**src/rtl/harmonic_decay_seq_if.sv**
```systemverilog
// Bus between the harmonic loop controller and the decay sequencer:
// series control and per-channel payload in, issued harmonic out.
interface harmonic_decay_seq_if #(
    parameter int unsigned DIV_BIT  = 8,
    parameter int unsigned HARM_BIT = 7,
    parameter int unsigned CHANNELS = 2
);
    localparam int unsigned CH_W = (CHANNELS > 1) ? $clog2(CHANNELS) : 1;

    logic                         i_Restart;
    logic                         i_Start;
    logic [1:0]                   i_Mode;
    logic [CHANNELS*DIV_BIT-1:0]  i_Scale;
    logic [CHANNELS*DIV_BIT-1:0]  i_Initial;
    logic [HARM_BIT-1:0]          i_Max_Harm;
    logic [DIV_BIT-1:0]           o_Mult;
    logic [HARM_BIT-1:0]          o_Harm;
    logic [CH_W-1:0]              o_Channel;
    logic                         o_Valid;
    logic                         o_Ready;
    logic                         o_Done;

    modport master (
        output i_Restart, i_Start, i_Mode, i_Scale, i_Initial, i_Max_Harm,
        input  o_Mult, o_Harm, o_Channel, o_Valid, o_Ready, o_Done
    );

    modport slave (
        input  i_Restart, i_Start, i_Mode, i_Scale, i_Initial, i_Max_Harm,
        output o_Mult, o_Harm, o_Channel, o_Valid, o_Ready, o_Done
    );
endinterface

```
**src/rtl/harmonic_decay_seq.sv**
```systemverilog
// Multi-channel harmonic amplitude sequencer: issues one multiple per harmonic
// and decays the owning channel linearly, exponentially (serial multiply) or not at all.
module harmonic_decay_seq #(
    parameter int unsigned DIV_BIT  = 8,
    parameter int unsigned HARM_BIT = 7,
    parameter int unsigned CHANNELS = 2
) (
    input logic                  i_Clock,
    input logic                  i_Reset_n,
    harmonic_decay_seq_if.slave  bus
);
    localparam int unsigned CH_W  = (CHANNELS > 1) ? $clog2(CHANNELS) : 1;
    localparam int unsigned CH_N  = 2 ** CH_W;
    localparam int unsigned ACC_W = 2 * DIV_BIT + 1;
    localparam int unsigned CNT_W = $clog2(DIV_BIT + 1);

    typedef enum logic [1:0] {S_WAIT, S_RUN, S_MUL, S_DONE} state_t;

    state_t              state_q, state_d;
    logic [HARM_BIT-1:0] harm_q, harm_d;
    logic [CH_W-1:0]     chan_q, chan_d;
    logic [HARM_BIT-1:0] max_q, max_d;
    logic [1:0]          mode_q, mode_d;
    logic [DIV_BIT-1:0]  mult_q [CH_N];
    logic [DIV_BIT-1:0]  mult_d [CH_N];

    logic [CH_W-1:0]     mul_ch_q, mul_ch_d;
    logic [DIV_BIT-1:0]  mpl_q, mpl_d;
    logic [ACC_W-1:0]    fac_q, fac_d;
    logic [ACC_W-1:0]    acc_q, acc_d;
    logic [CNT_W-1:0]    cnt_q, cnt_d;

    logic [DIV_BIT-1:0]  mult_o_q, mult_o_d;
    logic [HARM_BIT-1:0] harm_o_q, harm_o_d;
    logic [CH_W-1:0]     chan_o_q, chan_o_d;
    logic                valid_q, valid_d;
    logic                ready_q, ready_d;
    logic                done_q, done_d;

    logic [DIV_BIT-1:0]  cur_mult;
    logic [DIV_BIT-1:0]  cur_scale;
    logic [DIV_BIT:0]    factor;
    logic [ACC_W-1:0]    acc_sum;

    assign cur_mult  = mult_q[chan_q];
    assign cur_scale = bus.i_Scale[chan_q*DIV_BIT +: DIV_BIT];
    assign factor    = {1'b1, {DIV_BIT{1'b0}}} - {1'b0, cur_scale};
    // One shift-add step: multiplier consumed LSB-first, multiplicand shifted up
    assign acc_sum   = acc_q + (mpl_q[0] ? fac_q : ACC_W'(0));

    assign bus.o_Mult    = mult_o_q;
    assign bus.o_Harm    = harm_o_q;
    assign bus.o_Channel = chan_o_q;
    assign bus.o_Valid   = valid_q;
    assign bus.o_Ready   = ready_q;
    assign bus.o_Done    = done_q;

    always_ff @(posedge i_Clock) begin
        if (!i_Reset_n) begin
            state_q  <= S_WAIT;
            harm_q   <= '0;
            chan_q   <= '0;
            max_q    <= '0;
            mode_q   <= '0;
            for (int c = 0; c < CH_N; c++) mult_q[c] <= '0;
            mul_ch_q <= '0;
            mpl_q    <= '0;
            fac_q    <= '0;
            acc_q    <= '0;
            cnt_q    <= '0;
            mult_o_q <= '0;
            harm_o_q <= '0;
            chan_o_q <= '0;
            valid_q  <= 1'b0;
            ready_q  <= 1'b0;
            done_q   <= 1'b0;
        end else begin
            state_q  <= state_d;
            harm_q   <= harm_d;
            chan_q   <= chan_d;
            max_q    <= max_d;
            mode_q   <= mode_d;
            mult_q   <= mult_d;
            mul_ch_q <= mul_ch_d;
            mpl_q    <= mpl_d;
            fac_q    <= fac_d;
            acc_q    <= acc_d;
            cnt_q    <= cnt_d;
            mult_o_q <= mult_o_d;
            harm_o_q <= harm_o_d;
            chan_o_q <= chan_o_d;
            valid_q  <= valid_d;
            ready_q  <= ready_d;
            done_q   <= done_d;
        end
    end

    always_comb begin
        state_d  = state_q;
        harm_d   = harm_q;
        chan_d   = chan_q;
        max_d    = max_q;
        mode_d   = mode_q;
        mult_d   = mult_q;
        mul_ch_d = mul_ch_q;
        mpl_d    = mpl_q;
        fac_d    = fac_q;
        acc_d    = acc_q;
        cnt_d    = cnt_q;
        mult_o_d = mult_o_q;
        harm_o_d = harm_o_q;
        chan_o_d = chan_o_q;
        valid_d  = 1'b0;
        done_d   = done_q;

        // Restart beats Start and aborts any multiply in flight
        if (bus.i_Restart) begin
            for (int c = 0; c < CHANNELS; c++) mult_d[c] = bus.i_Initial[c*DIV_BIT +: DIV_BIT];
            mode_d  = bus.i_Mode;
            max_d   = bus.i_Max_Harm;
            harm_d  = '0;
            chan_d  = '0;
            done_d  = 1'b0;
            state_d = S_RUN;
        end else begin
            case (state_q)
                S_RUN: begin
                    if (bus.i_Start) begin
                        mult_o_d = cur_mult;
                        harm_o_d = harm_q;
                        chan_o_d = chan_q;
                        valid_d  = 1'b1;
                        if (harm_q == max_q) begin
                            state_d = S_DONE;
                            done_d  = 1'b1;
                        end else begin
                            harm_d = harm_q + HARM_BIT'(1);
                            chan_d = (chan_q == CH_W'(CHANNELS - 1)) ? '0 : chan_q + CH_W'(1);
                            case (mode_q)
                                2'd1: begin
                                    state_d  = S_MUL;
                                    mul_ch_d = chan_q;
                                    mpl_d    = cur_mult;
                                    fac_d    = ACC_W'(factor);
                                    acc_d    = '0;
                                    cnt_d    = '0;
                                end
                                2'd2: ;
                                default: mult_d[chan_q] = (cur_mult >= cur_scale) ?
                                                          cur_mult - cur_scale : '0;
                            endcase
                        end
                    end
                end
                S_MUL: begin
                    acc_d = acc_sum;
                    mpl_d = mpl_q >> 1;
                    fac_d = fac_q << 1;
                    cnt_d = cnt_q + CNT_W'(1);
                    if (cnt_q == CNT_W'(DIV_BIT - 1)) begin
                        mult_d[mul_ch_q] = acc_sum[2*DIV_BIT-1:DIV_BIT];
                        state_d = S_RUN;
                    end
                end
                default: ;
            endcase
        end

        ready_d = (state_d == S_RUN);
    end
endmodule

```
**src/flat_wrapper.sv**
```systemverilog
// flat-port wrapper written by rule: the top's interface ports become plain ports
module harmonic_decay_seq_flat 
#(
    parameter int unsigned DIV_BIT  = 8,
    parameter int unsigned HARM_BIT = 7,
    parameter int unsigned CHANNELS = 2
)
  (i_Clock, i_Reset_n, bus_i_Restart, bus_i_Start, bus_i_Mode, bus_i_Scale, bus_i_Initial, bus_i_Max_Harm, bus_o_Mult, bus_o_Harm, bus_o_Channel, bus_o_Valid, bus_o_Ready, bus_o_Done);
  harmonic_decay_seq_if #(.DIV_BIT(DIV_BIT), .HARM_BIT(HARM_BIT), .CHANNELS(CHANNELS)) bus_i ();
  input logic i_Clock;
  input logic i_Reset_n;
  input wire logic [$bits(bus_i.i_Restart)-1:0] bus_i_Restart;
  input wire logic [$bits(bus_i.i_Start)-1:0] bus_i_Start;
  input wire logic [$bits(bus_i.i_Mode)-1:0] bus_i_Mode;
  input wire logic [$bits(bus_i.i_Scale)-1:0] bus_i_Scale;
  input wire logic [$bits(bus_i.i_Initial)-1:0] bus_i_Initial;
  input wire logic [$bits(bus_i.i_Max_Harm)-1:0] bus_i_Max_Harm;
  output wire logic [$bits(bus_i.o_Mult)-1:0] bus_o_Mult;
  output wire logic [$bits(bus_i.o_Harm)-1:0] bus_o_Harm;
  output wire logic [$bits(bus_i.o_Channel)-1:0] bus_o_Channel;
  output wire logic [$bits(bus_i.o_Valid)-1:0] bus_o_Valid;
  output wire logic [$bits(bus_i.o_Ready)-1:0] bus_o_Ready;
  output wire logic [$bits(bus_i.o_Done)-1:0] bus_o_Done;
  assign bus_i.i_Restart = bus_i_Restart;
  assign bus_i.i_Start = bus_i_Start;
  assign bus_i.i_Mode = bus_i_Mode;
  assign bus_i.i_Scale = bus_i_Scale;
  assign bus_i.i_Initial = bus_i_Initial;
  assign bus_i.i_Max_Harm = bus_i_Max_Harm;
  assign bus_o_Mult = bus_i.o_Mult;
  assign bus_o_Harm = bus_i.o_Harm;
  assign bus_o_Channel = bus_i.o_Channel;
  assign bus_o_Valid = bus_i.o_Valid;
  assign bus_o_Ready = bus_i.o_Ready;
  assign bus_o_Done = bus_i.o_Done;
  harmonic_decay_seq #(.DIV_BIT(DIV_BIT), .HARM_BIT(HARM_BIT), .CHANNELS(CHANNELS)) u_core (.i_Clock(i_Clock), .i_Reset_n(i_Reset_n), .bus(bus_i));
endmodule
```
**config.mk**
```make
export PLATFORM = sky130hd
export DESIGN_NAME = harmonic_decay_seq_flat
export DESIGN_NICKNAME = d
export VERILOG_FILES = /design/src/rtl/harmonic_decay_seq_if.sv /design/src/rtl/harmonic_decay_seq.sv /design/src/flat_wrapper.sv
export SDC_FILE = /design/constraint.sdc
export NUM_CORES = 1
export LEC_CHECK = 0
export ABC_AREA = 1
export BUFFER_PORTS_ARGS = -buffer_cell sky130_fd_sc_hd__clkbuf_2
export CORE_AREA = 8 8 124 126
export CTS_CLUSTER_DIAMETER = 40
export DETAILED_ROUTE_END_ITERATION = 8
export DIE_AREA = 0 0 132 134
export PLACE_DENSITY = 0.65
export SYNTH_ARGS = -nofsm -noshare
export SYNTH_HDL_FRONTEND = slang
export SYNTH_SLANG_ARGS = --single-unit
```
**constraint.sdc**
```tcl
create_clock -name i_Clock -period 2.5 [get_ports i_Clock]
set_input_delay 0.375 -clock i_Clock [delete_from_list [all_inputs] [get_ports i_Clock]]
set_output_delay 0.375 -clock i_Clock [all_outputs]
set_load 0.05 [all_outputs]
```
Word level (Yosys, flattened, before mapping). Cells that the tools add are included.

$add $sub $neg: 6. Magnitude comparators: 5. Equality and inequality tests: 14. Shift operators: 1. Muxes and demuxes: 41. Bitwise logic cells: 6. Reductions and logical operators: 13.

Operator list (number): $mux 17 (7); $mux 16 (5); $mux 8 (9); $pmux 17 s2 (2); $bwmux 16 (2); $pmux 16 s2 (1); $add 17x17->17 (1); $demux 8 s1 (2); $pmux 8 s2 (1); $shiftx 16x5->8 (1); $reduce_and 5->1 (3); $mux 4 (3); $mux 2 (5); $ne 3x3->1 const B (3); $reduce_and 3->1 (3); $sub 9x8->9 const A (1); $ge 8x8->1 (1); $pmux 4 s2 (1); $sub 8x8->8 (1); $add 7x1->7 const B (1); $eq 7x7->1 (1); $eq 2x1->1 const B (3); $add 4x1->4 const B (1); $eq 2x2->1 const B (2); 16 further kinds (26).

Flip-flop bits (word level): 101. Input port bits: 45. Output and inout bits: 19. Word-level logic and storage cells: 104.

Depth between registers and ports, before layout.
Depth in word-level cells: 12. Depth in mapped cells: 19. Gate-level depth less buffers: 16.

Worst setup path before layout. No wires, ideal clock.

Path type: register to register. Start: reg u_core.chan_q. End: reg u_core.mult_q[13] in the netlist's numbering. Library setup time: 0.132 ns. Arrival time: 2.385 ns. Required time: 2.368 ns. Setup slack: -0.017 ns. Cell stages (with the launch flop): 19. Buffers on the path: 2. Period minus slack after synthesis: 2.517 ns. Cell sequence: dfxtp_1 > inv_1 > buf_2 > or2_2 > o21ai_0 > ha_1 > inv_1 > fa_1 > nand2_1 > nand2_1 > nand2_1 > nand3_1 > buf_4 > nand3_1 > nor2_1 > nor2_1 > nand2_1 > nand2_1 > a21oi_1.

Longest elaborated chain between the ends: 12. Elaborated cells between the ends (all ways): 19. Classes of those cells: 1 x add/sub; 3 x order compare; 1 x shift; 12 x mux; 1 x bitwise; 1 x reduce/logical.

RTL lines: from (decl) (RTL line harmonic_decay_seq.sv:21) `logic [CH_W-1:0] chan_q, chan_d;`; from (signal assigned) (RTL line harmonic_decay_seq.sv:80) `chan_q <= chan_d;`; parallel branches: the longest is 6 deep, another holds $sub 8x8->8; $bwmux 16 (*) (RTL line harmonic_decay_seq.sv:149) `default: mult_d[chan_q] = (cur_mult >= cur_scale) ?`; $mux 16 (*) (RTL line harmonic_decay_seq.sv:139) `case (mode_q)`; $mux 16 (*) (RTL line harmonic_decay_seq.sv:133) `if (harm_q == max_q) begin`; $mux 16 (*) (RTL line harmonic_decay_seq.sv:128) `if (bus.i_Start) begin`; $pmux 16 s2 (*) (RTL line harmonic_decay_seq.sv:126) `case (state_q)`; $mux 16 (*) (RTL line harmonic_decay_seq.sv:117) `if (bus.i_Restart) begin`; to (signal assigned) (RTL line harmonic_decay_seq.sv:83) `mult_q <= mult_d;`; to (decl) (RTL line harmonic_decay_seq.sv:24) `logic [DIV_BIT-1:0] mult_q [CH_N];`.

Mark *: on every way between the ends. The select of a mux whose other input is x is not followed. A chain may end at the register's enable or synchronous reset.

Final worst setup path.
Start: reg u_core.chan_q. End: reg u_core.mult_q[7] in the netlist's numbering.

Same word-level chain as after synthesis.

==> metrics.log <==
[metrics] status: complete, no violations
[metrics] post-layout instance count excluding filler cells: 1230
[metrics] Crit. End Element: register
[metrics] share of Yosys cell area claimed by the top area cell type: 31.4%
[metrics] DRC: 0
[metrics] Filler Cell Count: 1402
[metrics] worst clock skew on the final layout: 0.0110 ns
[metrics] Hold Violations, Final: 0
[metrics] remaining max-slew budget at the tightest pin: 53.9%
[metrics] startpoint of the worst hold path: bus_i_Max_Harm[3]
[metrics] post-synth net total: 1069
[metrics] Lkg Pwr: 0.00352 uW
[metrics] total inserted antenna cells: 0
[metrics] Post-synth EDFFs: 0
[metrics] die extent in y: 134 um
[metrics] per-instance average area after synthesis: 6.36 um2
[metrics] placed cell count: 1212
[metrics] ratio of cells with drive above 1 in the final layout: 15.9%
[metrics] post-synthesis cell count: 993
[metrics] nature of the critical path startpoint: register
[metrics] GRT Util Overall: 20.2%
[metrics] Max FO, Critical Path: 11
[metrics] CTS tree: done
[metrics] Routed WL: 17800 um
[metrics] post-route ant nets: 0
[metrics] overflow left after global routing: 0
[metrics] most frequent standard cell in the layout excluding fill and tap cells: sky130_fd_sc_hd__nand2_1
[metrics] number of violations reported at the end of detailed-routing iteration 0: 471
[metrics] Final Total Pwr: 3740 uW
[metrics] worst setup slack for register-to-register paths: 0.17 ns
[metrics] logic depth of the worst register-to-register path: 15
[metrics] total number of nets in the final design: 1121
[metrics] antenna violations before repair: 0
[metrics] crit path DAT: 2.57 ns
[metrics] maximum vdd drop: 0.402 mV
[metrics] Synth Register Bits: 99
[metrics] first-pass iteration count of the detailed router: 5
[metrics] power density of the placed cells: 514 nW/um2
[metrics] number of distinct library cell variants in the gate-level netlist after synthesis: 45
[metrics] clock-pin slew of the registers on the worst-case setup and hold paths: 0.08 ns
[metrics] area grow syn2layout: 15.1%
[metrics] critical path start-end classification: register to register
[metrics] Root Buffer: sky130_fd_sc_hd__clkbuf_16
[metrics] maximum number of pins on one net before global-route repair: 68
[metrics] hpwl dp: 13100 um
[metrics] achievable clock frequency: 429 MHz
[metrics] routability-driven placement congestion ratio: 0.908
[metrics] Num CTS Buffers: 9
[metrics] Initial Util: 46.8%
[metrics] core outline area: 13500 um2
[metrics] DIE WIDTH: 132 um
[metrics] Final Setup Violations: 0
[metrics] Netlist Area Pre-Place: 6320 um2
[metrics] slew at the pin with the worst max-slew slack: 0.692 ns
[metrics] via count of the routed design: 6365
[metrics] Yosys warnings: 0
[metrics] wire length of the first global-routing pass: 29400 um
[metrics] wire length per cell after detailed routing: 14.4 um
[metrics] number of slew-limit violations in the final report: 0
[metrics] required time at the endpoint of the critical path: 2.74 ns
[metrics] part of the Yosys area used for sequential elements: 31.4%
[metrics] Top Ports: 64
[metrics] Synth area leaders: sky130_fd_sc_hd__dfxtp_1 31%, sky130_fd_sc_hd__nand2_1 16%, sky130_fd_sc_hd__o21ai_0 7.2%, sky130_fd_sc_hd__inv_1 7.0%, sky130_fd_sc_hd__a21oi_1 6.9%
[metrics] DIE AREA: 17700 um2
[metrics] clk buf depth: 2
[metrics] leading area contributor after synthesis: sky130_fd_sc_hd__dfxtp_1
[metrics] capture point of the worst reg-to-reg path: u_core.mult_q[7]
[metrics] clock sinks: 99
[metrics] async set or reset register ratio after synthesis: 0%
[metrics] Final min period: 2.33 ns
[metrics] commonest cells after routing, fill and taps aside: 258 x sky130_fd_sc_hd__nand2_1, 116 x sky130_fd_sc_hd__inv_1, 97 x sky130_fd_sc_hd__dfxtp_1
[metrics] worst hold path depth: 3
[metrics] Maximum Capacitance Violations: 0
[metrics] via count of the first global-routing pass: 6007
[metrics] period utilisation layout: 93.3%
[metrics] leading register cell type out of synthesis: sky130_fd_sc_hd__dfxtp_1
[metrics] vias per std cell: 5.17
[metrics] Cell Rows: 43
[metrics] critical register-to-register path startpoint: u_core.chan_q
[metrics] worst min-delay path category: input pin to register
[metrics] buffers added on ports: 63
[metrics] Worst Hold Endpoint: u_core.max_q[3]
[metrics] deepest level of the CTS H-tree: 3
[metrics] clock insertion delay at the later pin of the skew report: 0.36 ns
[metrics] setup tns final: 0 ns
[synth_stat cells (2+ instances only)]
| master | n |
|---|---|
| sky130_fd_sc_hd__or2_1 | 5 |
| sky130_fd_sc_hd__mux2i_1 | 2 |
| sky130_fd_sc_hd__buf_1 | 3 |
| sky130_fd_sc_hd__nand4_1 | 23 |
| sky130_fd_sc_hd__o21ai_2 | 4 |
| sky130_fd_sc_hd__nand3_2 | 2 |
| sky130_fd_sc_hd__nor2_2 | 2 |
| sky130_fd_sc_hd__or2_2 | 9 |
| sky130_fd_sc_hd__o211ai_1 | 2 |
| sky130_fd_sc_hd__buf_4 | 4 |
| sky130_fd_sc_hd__inv_1 | 118 |
| sky130_fd_sc_hd__o21ai_0 | 91 |
| sky130_fd_sc_hd__nand3b_1 | 3 |
| sky130_fd_sc_hd__o21ai_1 | 3 |
| sky130_fd_sc_hd__clkbuf_1 | 25 |
| sky130_fd_sc_hd__nand3_1 | 46 |
| sky130_fd_sc_hd__nor3b_1 | 3 |
| sky130_fd_sc_hd__xor2_1 | 5 |
| sky130_fd_sc_hd__dfxtp_1 | 99 |
| sky130_fd_sc_hd__buf_6 | 2 |
| sky130_fd_sc_hd__ha_1 | 29 |
| sky130_fd_sc_hd__fa_1 | 2 |
| sky130_fd_sc_hd__nand2_2 | 4 |
| sky130_fd_sc_hd__nand2_1 | 262 |
| sky130_fd_sc_hd__xnor2_1 | 4 |
| sky130_fd_sc_hd__buf_2 | 12 |
| sky130_fd_sc_hd__nor3_1 | 18 |
| sky130_fd_sc_hd__inv_2 | 10 |
| sky130_fd_sc_hd__a31oi_1 | 15 |
| sky130_fd_sc_hd__nor2_1 | 85 |
| sky130_fd_sc_hd__a21oi_1 | 87 |
[worst max-delay path by stage]
stage	from	endpoint	slack, ns	cells after the start
global route	u_core.chan_q	u_core.mult_q[7]	-0.03	15
detailed placement	u_core.chan_q	u_core.mult_q[13]	-0.03	16
finish	u_core.chan_q	u_core.mult_q[7]	0.17	15
floorplan	u_core.chan_q	u_core.mult_q[13]	0.04	18
CTS	u_core.chan_q	u_core.mult_q[13]	0.03	18
global placement	u_core.chan_q	u_core.mult_q[15]	0.03	16
[critical path, cell delays in order, from the launching register on]
cell                      delay, ns
sky130_fd_sc_hd__dfxtp_2       0.36
sky130_fd_sc_hd__inv_2         0.05
sky130_fd_sc_hd__buf_6         0.14
sky130_fd_sc_hd__buf_4         0.14
sky130_fd_sc_hd__o21ai_2       0.16
sky130_fd_sc_hd__ha_1          0.32
sky130_fd_sc_hd__nand2_1       0.09
sky130_fd_sc_hd__nand2_1       0.08
sky130_fd_sc_hd__o21ai_0       0.31
sky130_fd_sc_hd__nand3_1       0.14
sky130_fd_sc_hd__nand3_2       0.10
sky130_fd_sc_hd__nor2_1        0.04
sky130_fd_sc_hd__nor2_1        0.10
sky130_fd_sc_hd__nand2_1       0.06
sky130_fd_sc_hd__nand2_1       0.05
sky130_fd_sc_hd__a21oi_1       0.05
[kinds of logic after synthesis]
group	Yosys count	synth area share, %
buffers and inverters	175	11.1
flip-flops	99	31.4
AO/OA/AOI/OAI	210	17.6
AND/OR/NAND/NOR	467	31.9
adder cells (fa/ha/maj)	31	6.38
XOR/XNOR	9	1.25
multiplexers	2	0.317
[sequential cells by signal (all words and copies together) (netlist names)]
signal and flops:
u_core.fac_q 16, u_core.mpl_q 8, u_core.mult_q 16, u_core.harm_q 7, u_core.bus.o_Channel 1, u_core.mode_q 2
u_core.cnt_q 4, u_core.acc_q 16, u_core.chan_q 1, u_core.mul_ch_q 1, u_core.bus.o_Done 1, u_core.bus.o_Ready 1
u_core.state_q 2, u_core.bus.o_Harm 7, u_core.bus.o_Valid 1, u_core.max_q 7, u_core.bus.o_Mult 8
[repair_timing]
action                                  in CTS  in global routing
setup buffers                                0                  2
hold buffers                                 0                  0
endpoints found under the setup margin       6                 16
resized for setup                            2                 30
pin swaps                                    1                  9
gates cloned                                 0                  0
[area by class of cell]
| class | count | area, um2 | area share (%) |
|---|---|---|---|
| inverters | 129 | 484 | 6.66 |
| clock inverters | 7 | 63.8 | 0.877 |
| repair buffers | 87 | 523 | 7.19 |
| multi-input cells | 719 | 3770 | 51.8 |
| clock buffers | 9 | 225 | 3.10 |
| well taps | 180 | 225 | 3.10 |
| flip-flops and latches | 99 | 1980 | 27.3 |
[where the power goes]
part | total (uW) | switching [uW] | internal (uW)
clock | 1400 | 698 | 701
sequential | 1660 | 31.8 | 1630
combinational | 676 | 436 | 241
[per-stage QoR]
| stage | area (um2) | utilization [%] | hold WS (ns) | worst slack, ns |
|---|---|---|---|---|
| 2_1_floorplan | 6320 | - | 0.437 | 0.0389 |
| 3_3_place_gp | 6830 | 50.6 | 0.450 | 0.0335 |
| 3_5_place_dp | 6830 | 50.6 | 0.453 | -0.0253 |
| 4_1_cts | 7120 | 52.7 | 0.233 | 0.0276 |
| 5_1_grt | 7270 | 53.8 | 0.261 | -0.0262 |
| 6_report | 7270 | 53.8 | 0.238 | 0.167 |
[per-layer routing]
layer	global-route usage, %	share of wire, %	up-vias
li1	-	-	3331
met3	3.78	4.7	17
met4	5.49	1.2	0
met1	25.7	47	2854
met5	0	0	-
met2	34.1	47	163
(Power assumes the default switching activity.)
